## src/rtl/mc_seq_ctrl.sv

```systemverilog
// Multi-cycle sequencing controller for the RV32I datapath.
// Walks each instruction through FETCH, DECODE, EXEC, MEM and WB, handshakes
// with the instruction/data memory ports, drives the datapath write strobes,
// halts on ebreak, illegal opcode or memory timeout, and counts cycles and
// retired instructions.
module mc_seq_ctrl #(
    parameter int CNT_W   = 32,
    parameter int TIMEOUT = 255,
    parameter int TO_W    = 8
) (
    input  logic             clk,
    input  logic             rst,
    output logic             imem_req,
    input  logic             imem_ack,
    output logic             dmem_req,
    output logic             dmem_we,
    input  logic             dmem_ack,
    input  logic             dec_is_load,
    input  logic             dec_is_store,
    input  logic             dec_reg_wr,
    input  logic             dec_is_ebreak,
    input  logic             dec_illegal,
    output logic             ir_we,
    output logic             mdr_we,
    output logic             reg_we,
    output logic             pc_we,
    output logic             halted,
    output logic [1:0]       err_code,
    output logic [2:0]       state_dbg,
    output logic [CNT_W-1:0] cycle_cnt,
    output logic [CNT_W-1:0] instret_cnt
);

    localparam logic [2:0] S_FETCH  = 3'd0;
    localparam logic [2:0] S_DECODE = 3'd1;
    localparam logic [2:0] S_EXEC   = 3'd2;
    localparam logic [2:0] S_MEM    = 3'd3;
    localparam logic [2:0] S_WB     = 3'd4;
    localparam logic [2:0] S_HALT   = 3'd5;

    localparam logic [1:0] E_NONE    = 2'b00;
    localparam logic [1:0] E_FETCHTO = 2'b01;
    localparam logic [1:0] E_ILLEGAL = 2'b10;
    localparam logic [1:0] E_DATATO  = 2'b11;

    localparam logic [TO_W-1:0] TO_LIM = TO_W'(TIMEOUT);

    logic [2:0]      state;
    logic [2:0]      state_nx;
    logic [TO_W-1:0] wait_cnt;
    logic [TO_W-1:0] wait_nx;
    logic [1:0]      err_nx;
    logic            retire;
    logic            ld_f;
    logic            st_f;
    logic            rw_f;

    assign state_dbg = state;

    // Next-state, wait counter, error code and strobe decode; strobes are masked during reset
    always_comb begin
        state_nx = state;
        wait_nx  = wait_cnt;
        err_nx   = err_code;
        retire   = 1'b0;
        imem_req = 1'b0;
        dmem_req = 1'b0;
        dmem_we  = 1'b0;
        ir_we    = 1'b0;
        mdr_we   = 1'b0;
        reg_we   = 1'b0;
        pc_we    = 1'b0;
        case (state)
            S_FETCH: begin
                imem_req = 1'b1;
                if (imem_ack) begin
                    // ack beats a coincident timeout
                    ir_we    = 1'b1;
                    wait_nx  = '0;
                    state_nx = S_DECODE;
                end else if (wait_cnt == TO_LIM) begin
                    state_nx = S_HALT;
                    err_nx   = E_FETCHTO;
                end else begin
                    wait_nx = wait_cnt + TO_W'(1);
                end
            end
            S_DECODE: begin
                if (dec_illegal) begin
                    state_nx = S_HALT;
                    err_nx   = E_ILLEGAL;
                end else if (dec_is_ebreak) begin
                    // ebreak retires but never commits a new PC
                    state_nx = S_HALT;
                    err_nx   = E_NONE;
                    retire   = 1'b1;
                end else begin
                    state_nx = S_EXEC;
                end
            end
            S_EXEC: begin
                state_nx = (ld_f || st_f) ? S_MEM : S_WB;
            end
            S_MEM: begin
                dmem_req = 1'b1;
                dmem_we  = st_f;
                if (dmem_ack) begin
                    wait_nx = '0;
                    if (st_f) begin
                        // stores have nothing to write back, so they commit here
                        pc_we    = 1'b1;
                        retire   = 1'b1;
                        state_nx = S_FETCH;
                    end else begin
                        mdr_we   = 1'b1;
                        state_nx = S_WB;
                    end
                end else if (wait_cnt == TO_LIM) begin
                    state_nx = S_HALT;
                    err_nx   = E_DATATO;
                end else begin
                    wait_nx = wait_cnt + TO_W'(1);
                end
            end
            S_WB: begin
                reg_we   = rw_f;
                pc_we    = 1'b1;
                retire   = 1'b1;
                state_nx = S_FETCH;
            end
            S_HALT: begin
                state_nx = S_HALT;
            end
            default: begin
                // unused encodings are treated as a corrupted sequencer
                state_nx = S_HALT;
                err_nx   = E_ILLEGAL;
            end
        endcase
        if (rst) begin
            imem_req = 1'b0;
            dmem_req = 1'b0;
            dmem_we  = 1'b0;
            ir_we    = 1'b0;
            mdr_we   = 1'b0;
            reg_we   = 1'b0;
            pc_we    = 1'b0;
        end
    end

    // State, counters, sticky halt/error and decoder flag capture
    always_ff @(posedge clk) begin
        if (rst) begin
            state       <= S_FETCH;
            wait_cnt    <= '0;
            cycle_cnt   <= '0;
            instret_cnt <= '0;
            halted      <= 1'b0;
            err_code    <= E_NONE;
            ld_f        <= 1'b0;
            st_f        <= 1'b0;
            rw_f        <= 1'b0;
        end else begin
            state    <= state_nx;
            wait_cnt <= wait_nx;
            err_code <= err_nx;
            if (state_nx == S_HALT) begin
                halted <= 1'b1;
            end
            // the cycle that enters HALT still counts
            if (state != S_HALT) begin
                cycle_cnt <= cycle_cnt + CNT_W'(1);
            end
            if (retire) begin
                instret_cnt <= instret_cnt + CNT_W'(1);
            end
            // decoder outputs are only trusted during DECODE
            if (state == S_DECODE) begin
                ld_f <= dec_is_load;
                st_f <= dec_is_store;
                rw_f <= dec_reg_wr;
            end
        end
    end

endmodule
```

## config.mk

```make
export PLATFORM = sky130hd
export DESIGN_NAME = mc_seq_ctrl
export DESIGN_NICKNAME = d
export VERILOG_FILES = /design/src/rtl/mc_seq_ctrl.sv
export SDC_FILE = /design/constraint.sdc
export NUM_CORES = 1
export LEC_CHECK = 0
export CORE_MARGIN = 5
export CORE_UTILIZATION = 25
export DETAILED_ROUTE_END_ITERATION = 16
export PLACE_DENSITY = 0.49
export RECOVER_POWER = 50
export SYNTH_ARGS = -nofsm -noshare
export SYNTH_HDL_FRONTEND = slang
export SYNTH_SLANG_ARGS = --single-unit
```

## constraint.sdc

```tcl
create_clock -name clk -period 2.1 [get_ports clk]
set_input_delay 0.315 -clock clk [delete_from_list [all_inputs] [get_ports clk]]
set_output_delay 0.315 -clock clk [all_outputs]
set_load 0.1 [all_outputs]
```

==> After elaboration in Yosys (flattened, before gate mapping) <==
Index checks and enable logic that the tools add are counted.
W data, S select, Z words.
{ "op_classes": {"n_reduce_logical": 5, "mux": 41, "eq_ne": 13, "n_bitwise": 1, "add_sub_neg": 3} }
{ "ops": {"columns": ["op", "n"], "rows": [
  ["$add A32 B1 Y32 const B", 2],
  ["$mux W8", 3],
  ["$mux W3", 7],
  ["$mux W1", 20],
  ["$pmux W8 S2", 1],
  ["$pmux W3 S5", 1],
  ["$mux W2", 6],
  ["$eq A3 B3 Y1 const B", 3],
  ["$add A8 B1 Y8 const B", 1],
  ["$eq A8 B8 Y1 const B", 1],
  ["$ne A2 B2 Y1 const B", 4],
  ["$pmux W2 S4", 1],
  ["$eq A3 B2 Y1 const B", 2],
  ["$ne A3 B3 Y1 const B", 2],
  ["$reduce_and A6 Y1", 1],
  ["$eq A3 B1 Y1 const B", 1],
  ["$logic_not A3 Y1", 1],
  ["$pmux W1 S3", 1],
  ["$reduce_or A3 Y1", 1],
  ["$pmux W1 S2", 1],
  ["$reduce_bool A2 Y1", 1],
  ["$logic_or A1 B1 Y1", 1],
  ["$not A1 Y1", 1]
]} }
{ "totals": {"wordCells": 72, "output_inout_bits": 77, "in_bits": 9, "register_bits": 81} }

==> Longest topological paths before layout <==
Gate-level depths: netlist (run 1).
{ "depth": {"ltp_word": 5, "mapped_depth": 8, "depth_no_buf": 6} }

==> Worst setup path before layout (run 1) <==
No wires, ideal clock.
{ "synth_timing": {"kind": "register -> output", "from": "reg state[0], in the netlist state_dbg[0]", "to": "out mdr_we", "path_buffers": 1, "t_arrival_ns": 4.439, "stages_incl_launch_ff": 5, "required_time_ns": 1.785, "slack_ns": -2.654, "path_cell_list": "dfxtp_1 buf_4 nand2_1 nor3_1 and3b_1"} }
{ "synth_via": {"elab_chain_cells": 3} }
{ "synth_lines": {"columns": ["item", "line_no", "source"], "rows": [
  ["start, declared", "48", "logic [2:0] state;"],
  ["start signal, assigned", "164", "state <= state_nx;"],
  ["$eq A3 B2 Y1", "73", "case (state)"],
  ["$mux W1", "73", null],
  ["$mux W1", "140", "if (rst) begin"],
  ["end, declared", "24", "output logic mdr_we,"]
]} }
Every way passes these cells.

==> Worst setup path in the final report (run 1) <==
{ "layout_timing": {"from": "in dmem_ack", "to": "out pc_we"} }
{ "layout_via": {"elab_chain_cells": 3} }
{ "layout_lines": {"columns": ["item", "line_no", "source"], "rows": [
  ["start, declared", "17", "input logic dmem_ack,"],
  ["$mux W1", "107", "if (dmem_ack) begin"],
  ["$pmux W1 S2", "73", null],
  ["$mux W1", "140", null],
  ["end, declared", "26", "output logic pc_we,"]
]} }
Every way passes these cells.

==> impl_metrics.yaml, run 1 <==
status:
  status: "finished, final reports clean"
cells_and_area:
  fin_area_mm2: 0.00549
  drive_gt1_share_pct: 34.9
  nets: 606
  area_delta_synth_final_pct: 37.5
  final_cells: 815
  diodes: 0
  fill_cells: 1696
  multi_input_area_mm2: 0.00228
  seqCellArea_mm2: 0.00174
yosys:
  synth_ff_type: "dfxtp_1"
  async_reset_ff_share_pct: 0
  yosysSeqAreaShare_pct: 40.7
  synth_cells: 481
  synth_edf_count: 0
  ys_warn_count: 0
  synth_area_mm2: 0.00399
  yosys.cell_types.count: 50
  syn-num-nets: 493
  syn_avg_cell_area_um2: 8.29
  ys_seq_elements: 81
die:
  core_mm2: 0.0158
  die-area_mm2: 0.0186
  start_util_pct: 25.3
  design.portCount: 86
  die_h_um: 136
  die_x_um: 136
  rows: 46
sta:
  finalClockSkew_ns: 0.00829
  setup_viol: 0
  slew_viol_final: 0
  rsz0062_at_grt: "no"
  min_period_over_period_pct: 96.5
  max_freq_mhz: 494
  tightestPinTransition_ns: 0.694
  hold_violations: 0
  whs_ns: 0.476
  relSlewSlack_pct: 53.7
  timing.final.ws_setup_ns: 0.0741
  fin_crit_ns: 2.03
setup_path:
  cp_num_buf_inv: 4
  crit_chain: "clkdlybuf4s50_1, nand3b_1, buf_4, o22a_4, buf_4, nor2_4, buf_12"
  worst_ep_required_time_ns: 1.78
  critical_path_arrival_ns: 1.71
  end_kind: "output pin"
  crit_path_start_kind: "input pin"
  critPathMaxFanout: 4
  critical_path_class: "input pin to output pin"
  cpMostUsedCell: "buf_4"
  max_stage_delay_ns: 0.48
  path_delay_family: "buffers and inverters"
  slowest_stage: "clkdlybuf4s50_1"
power_and_ir_drop:
  ir_drop_mv: 0.334
  p_seq_share_pct: 43.2
  power_density_mw_per_mm2: 672
  swShare_pct: 28.8
  p_int_w: 0.00262
  pwr-share-clk_pct: 40.9
  switchingPower_w: 0.00106
  p_leak_nw: 2.07
  combinationalPowerShare_pct: 15.9
global_routing:
  grt_pass1_vias: 3768
  grt_max_degree: 34
  grtUsageTotal_pct: 12.5
  antenna_found_initial: 0
  grt_overflow_total: 0
  grt_pass1_wl_mm: 18.6
clock_tree:
  cts_tree: "built"
  numCtsBuffers: 9
  root_buffer: "clkbuf_16"
  htree_levels: 3
  cts_hold_buf: 0
  clock_latency_ns: 0.34
  cts.reportedPaths.clkPinSlew_ns: 0.06
  clock_sinks: 81
  cts_max_path_buffers: 2
flow_run:
  cap_viol_max_count: 0
placement:
  gp_congestion: 0.798
  pre_cts_ws_ns: -0.154
  dpl_cell_area_mm2: 0.00534
  placed_cells_incl_taps: 796
  hpwl_mm: 8.32
  io_buffers: 85
drt:
  drtPass1Iterations: 4
  num_vias: 3790
  ant_nets: 0
  viasPerCell: 4.65
  wire_per_inst_um: 13.6
  drt_drc_violations_left: 0
  wl_mm: 11.1
  drt_iter0_drc: 205
min_path:
  hp-class: "register to register"
-- synthesized netlist by cell type (9+ instances only) --
master	instances	area share [%]
dfxtp_1	81	41
nor2_1	78	7.3
nand3_1	31	3.9
a21oi_1	27	3.4
xor2_1	27	5.9
nand2_1	26	2.4
o21ai_0	21	2.6
xnor2_1	21	4.6
nand4_1	17	2.7
clkbuf_1	16	1.5
inv_1	14	1.3
nor3_1	14	1.8
or3_1	12	1.9
and3_1	10	1.6
o2111ai_1	9	2.0
-- placed cells by master (no fill, tap or decap), types with 3 or more instances in the layout --
cell type and instances:
nor2_1 77, clkbuf_2 71, dfxtp_2 40, buf_4 39, nand3_1 31, a21oi_1 27
xor2_1 27, nand2_1 25, dfxtp_1 23, o21ai_0 21, xnor2_1 21, dfxtp_4 18
nand4_1 17, inv_1 14, or3_1 12, nor3_1 11, and3_1 10, clkbuf_16 9
o2111ai_1 8, clkdlybuf4s50_1 7, buf_12 7, mux2i_1 5, o31ai_1 5, nor4_1 5
a211oi_1 4, or4_1 4, nand3b_1 3, nor3_4 3, and3b_1 3, a2111oi_0 3
ha_1 3, clkbuf_1 3
-- final timing paths --
path / from / end / slack (ns) / depth (start not counted)
max: dmem_ack / pc_we / 0.07 / 7
min: err_code[1]$_SDFFE_PP0P_ / err_code[1]$_SDFFE_PP0P_ / 0.48 / 2
max reg2reg: state_dbg[0]$_SDFF_PP0_ / instret_cnt[29]$_SDFFE_PP0P_ / 0.15 / 6
min reg2reg: err_code[1]$_SDFFE_PP0P_ / err_code[1]$_SDFFE_PP0P_ / 0.48 / 2
-- power by group through the flow --
stage | combinational [W] | sequential [W] | clock (W)
5_1_grt | 0.000633 | 0.00160 | 0.00163
3_3_place_gp | 0.000586 | 0.00163 | 0
3_5_place_dp | 0.000591 | 0.00163 | 0
4_1_cts | 0.000596 | 0.00159 | 0.00157
6_report | 0.000586 | 0.00159 | 0.00151
2_1_floorplan | 0.000287 | 0.00176 | 0
-- metal layers --
metal / vias up / track usage, % / part of all wire (%)
met2: 85 / 19.6 / 45
met1: 1755 / 15.6 / 47
met3: 12 / 4.92 / 7.0
li1: 1938 / - / -
met5: - / 0 / 0
met4: 0 / 3.98 / 1.6
-- state kept, by name, summed over array words and instances (netlist names) --
register,count
err_code,2
instret_cnt,32
halted,1
wait_cnt,8
cycle_cnt,32
state_dbg,3
st_f,1
rw_f,1
ld_f,1
-- tightest hold or removal path: cells and delay by family, from the launching register on --
kind	cells	cell delay, ns
flops	1	0.31
buf+inv	1	0.05
compound gates	1	0.06
-- logic make-up after synthesis --
family                     Yosys count  share of synthesized area [%]
xor gates and xnor gates            48                           10.5
DFF                                 81                           40.7
and+or+nand+nor                    221                           27.9
adders and majority gates            3                          0.941
buffers and inverters               37                           4.39
muxes                                6                           1.54
AOI/OAI and AO/OA                   85                           14.1
-- per-stage QoR --
stage	power, W	utilization (%)	TNS [ns]
finish	0.00368	34.8	0
global route	0.00386	34.8	0
CTS	0.00376	35.7	0
detailed placement	0.00222	33.8	-1.41
global placement	0.00221	33.8	-1.04
floorplan	0.00204	-	-1.10
-- layout make-up --
class	instances	area share, %
Clock inverter	3	0.411
Tap cell	216	4.93
Clock buffer	13	4.74
Inverter	14	0.958
Multi-Input combinational cell	363	41.5
Timing Repair Buffer	125	15.7
Sequential cell	81	31.7
-- timing repair --
action                     CTS  global route
gates resized for setup      1             2
setup endpoints to repair    1            11
buffers inserted             1             2
hold endpoints to repair     0             0
Note: power is estimated with default switching activity, not from simulation.
==> run 2: changes to the inputs <==
--- a/config.mk
+++ b/config.mk
@@ -6,9 +6,10 @@
 export NUM_CORES = 1
 export LEC_CHECK = 0
 export CORE_MARGIN = 5
-export CORE_UTILIZATION = 25
+export CORE_UTILIZATION = 51
 export DETAILED_ROUTE_END_ITERATION = 16
-export PLACE_DENSITY = 0.49
+export GPL_TIMING_DRIVEN = 0
+export PLACE_DENSITY = 0.84
 export RECOVER_POWER = 50
 export SYNTH_ARGS = -nofsm -noshare
 export SYNTH_HDL_FRONTEND = slang
==> run 2 against run 1 <==
Setup slack is essentially flat. Die area shrank 48%. Wire length shrank 4.4%. Fmax is essentially flat. Clock-buffer cell count shrank 3. Via count grew 3.1%. Utilization grew 34 points. Non-clock buffer count shrank 14. Cell count shrank 16%. Clock power shrank 23%. Global-route usage grew 9.3 points.
==> impl_metrics.yaml, run 2 (same netlist as run 1, synthesis figures left out) <==
sta:
  slew_viol_final: 0
  timing.final.ws_setup_ns: 0.0743
  fin_crit_ns: 2.03
  min_period_over_period_pct: 96.5
  finalClockSkew_ns: 0.0127
  max_freq_mhz: 494
  tightestPinTransition_ns: 1.18
  setup_viol: 0
  finalSetupTns_ns: 0
  hold_violations: 0
  relSlewSlack_pct: 21.8
drt:
  num_vias: 3906
  wl_mm: 10.6
  ant_nets: 0
  wire_per_inst_um: 15.5
  drt_iter0_drc: 185
  drtPass1Iterations: 6
  drt_drc_violations_left: 0
  viasPerCell: 5.69
placement:
  hpwl_mm: 7.64
  gp_congestion: 0.861
  io_buffers: 85
  placed_cells_incl_taps: 668
  pre_cts_ws_ns: -1.10
setup_path:
  crit_path_start_kind: "input pin"
  r2r_slack_ns: 0.12
  path_delay_family: "buffers and inverters"
  critPathMaxFanout: 7
  worst_ep_required_time_ns: 1.78
  critical_path_arrival_ns: 1.71
  cp_num_buf_inv: 2
  slowest_stage: "clkdlybuf4s50_1"
  critical_path_class: "input pin to output pin"
  crit_chain: "clkdlybuf4s50_1, nand3b_1, o22a_2, nor2_4, buf_6"
  max_stage_delay_ns: 0.58
  end_kind: "output pin"
cells_and_area:
  drive_gt1_share_pct: 19.3
  mostFrequentLayoutCell: "nor2_1"
  nets: 592
  diodes: 0
  reg.largest.list: "cycle_cnt (32), instret_cnt (32), wait_cnt (8)"
  final_cells: 687
  final_cell_mix: "nor2_1 (76), dlygate4sd2_1 (64), dfxtp_2 (40)"
  area_delta_synth_final_pct: 32.7
clock_tree:
  cts.reportedPaths.clkPinSlew_ns: 0.09
  numCtsBuffers: 9
  cts_hold_buf: 0
  clock_latency_ns: 0.36
  clock_sinks: 81
  cts_max_path_buffers: 2
  cts_tree: "built"
  htree_levels: 3
  root_buffer: "clkbuf_8"
power_and_ir_drop:
  p_leak_nw: 2.13
  ir_drop_mv: 0.390
  switchingPower_w: 0.00101
  p_seq_share_pct: 47.9
  swShare_pct: 30.6
  power_density_mw_per_mm2: 625
  p_int_w: 0.00229
  pwr-share-clk_pct: 35.4
  combinationalPowerShare_pct: 16.7
global_routing:
  grt_pass1_vias: 3776
  grtUsageTotal_pct: 21.7
  grt_max_degree: 15
  grt_pass1_wl_mm: 17.6
  antenna_found_initial: 0
  grt_overflow_total: 0
die:
  die-area_mm2: 0.00969
  rows: 32
  die_x_um: 98.4
  core_mm2: 0.00769
  start_util_pct: 51.9
  design.portCount: 86
  die_h_um: 98.4
min_path:
  hp-class: "register to register"
flow_run:
  cap_viol_max_count: 0
status:
  status: "finished, final reports clean"
## run 2: changes by cell type in the layout (fill, tap and decap cells not counted), moves of 3 or more
| cell | before | now |
|---|---|---|
| buf_6 | 0 | 6 |
| buf_4 | 39 | 6 |
| dlygate4sd2_1 | 0 | 64 |
| buf_12 | 7 | 0 |
| clkbuf_16 | 9 | 1 |
| clkbuf_4 | 0 | 3 |
| clkbuf_1 | 3 | 18 |
| buf_2 | 0 | 3 |
| clkbuf_8 | 2 | 10 |
| clkbuf_2 | 71 | 2 |
## run 2: final timing paths
path,startpoint,endpoint,depth (start not counted)
worst max-delay path,dmem_ack,pc_we,5
worst min-delay path,cycle_cnt[1]$_SDFFE_PP0P_,cycle_cnt[1]$_SDFFE_PP0P_,2
worst max register to register,state_dbg[0]$_SDFF_PP0_,instret_cnt[24]$_SDFFE_PP0P_,7
worst min register to register,cycle_cnt[1]$_SDFFE_PP0P_,cycle_cnt[1]$_SDFFE_PP0P_,2
## run 2: power groups by stage
stage               Sequential (W)  Clock, W  Combinational [W]
global placement           0.00162         0           0.000550
floorplan                  0.00176         0           0.000287
CTS                        0.00158   0.00119           0.000551
global route               0.00159   0.00125           0.000585
detailed placement         0.00162         0           0.000559
finish                     0.00158   0.00117           0.000552
## run 2: tightest hold or removal path, stage by stage, from the launching register on
cell,delay (ns)
dfxtp_2,0.35
nand2_1,0.06
a21oi_1,0.05
## run 2: cell type report
cell class                      instances  area, µm²
Fill cell                             642       2390
Sequential cell                        81       1730
Clock inverter                          6       65.1
Multi-Input combinational cell        363       2280
Timing Repair Buffer                   88        736
Clock buffer                           10        138
Tap cell                              102        128
Inverter                               14       52.6
Buffer                                 23        160
## run 2: layer usage
metal | vias up | wire [µm] | GRT usage (%)
li1 | 1912 | - | -
met1 | 1836 | 4550 | 26.6
met3 | 13 | 692 | 4.74
met2 | 145 | 5230 | 37.1
met5 | - | 0 | 0
met4 | 0 | 158 | 8.82
## run 2: stage by stage
| stage | util (%) | instance area, µm² | hold WS, ns | power, W |
|---|---|---|---|---|
| floorplan | - | 4200 | 0.460 | 0.00204 |
| global placement | 67.3 | 5170 | 0.459 | 0.00217 |
| detailed placement | 67.3 | 5170 | 0.470 | 0.00218 |
| CTS | 69.0 | 5300 | 0.484 | 0.00332 |
| global route | 68.8 | 5290 | 0.495 | 0.00342 |
| finish | 68.8 | 5290 | 0.487 | 0.00331 |
## run 2: repair_timing
action,4_1_cts,5_1_grt
resized for setup,119,10
endpoints found under the hold margin,0,0
buffers inserted,1,2
pin swaps,0,1
endpoints found under the setup margin,89,16
==> run 3: changes to the inputs <==
--- a/config.mk
+++ b/config.mk
@@ -5,6 +5,7 @@
 export SDC_FILE = /design/constraint.sdc
 export NUM_CORES = 1
 export LEC_CHECK = 0
+export CAP_MARGIN = 30
 export CORE_MARGIN = 5
 export CORE_UTILIZATION = 51
 export DETAILED_ROUTE_END_ITERATION = 16
==> results of run 3 <==
No change in the layout: final DEF, timing and power equal those of run 2.
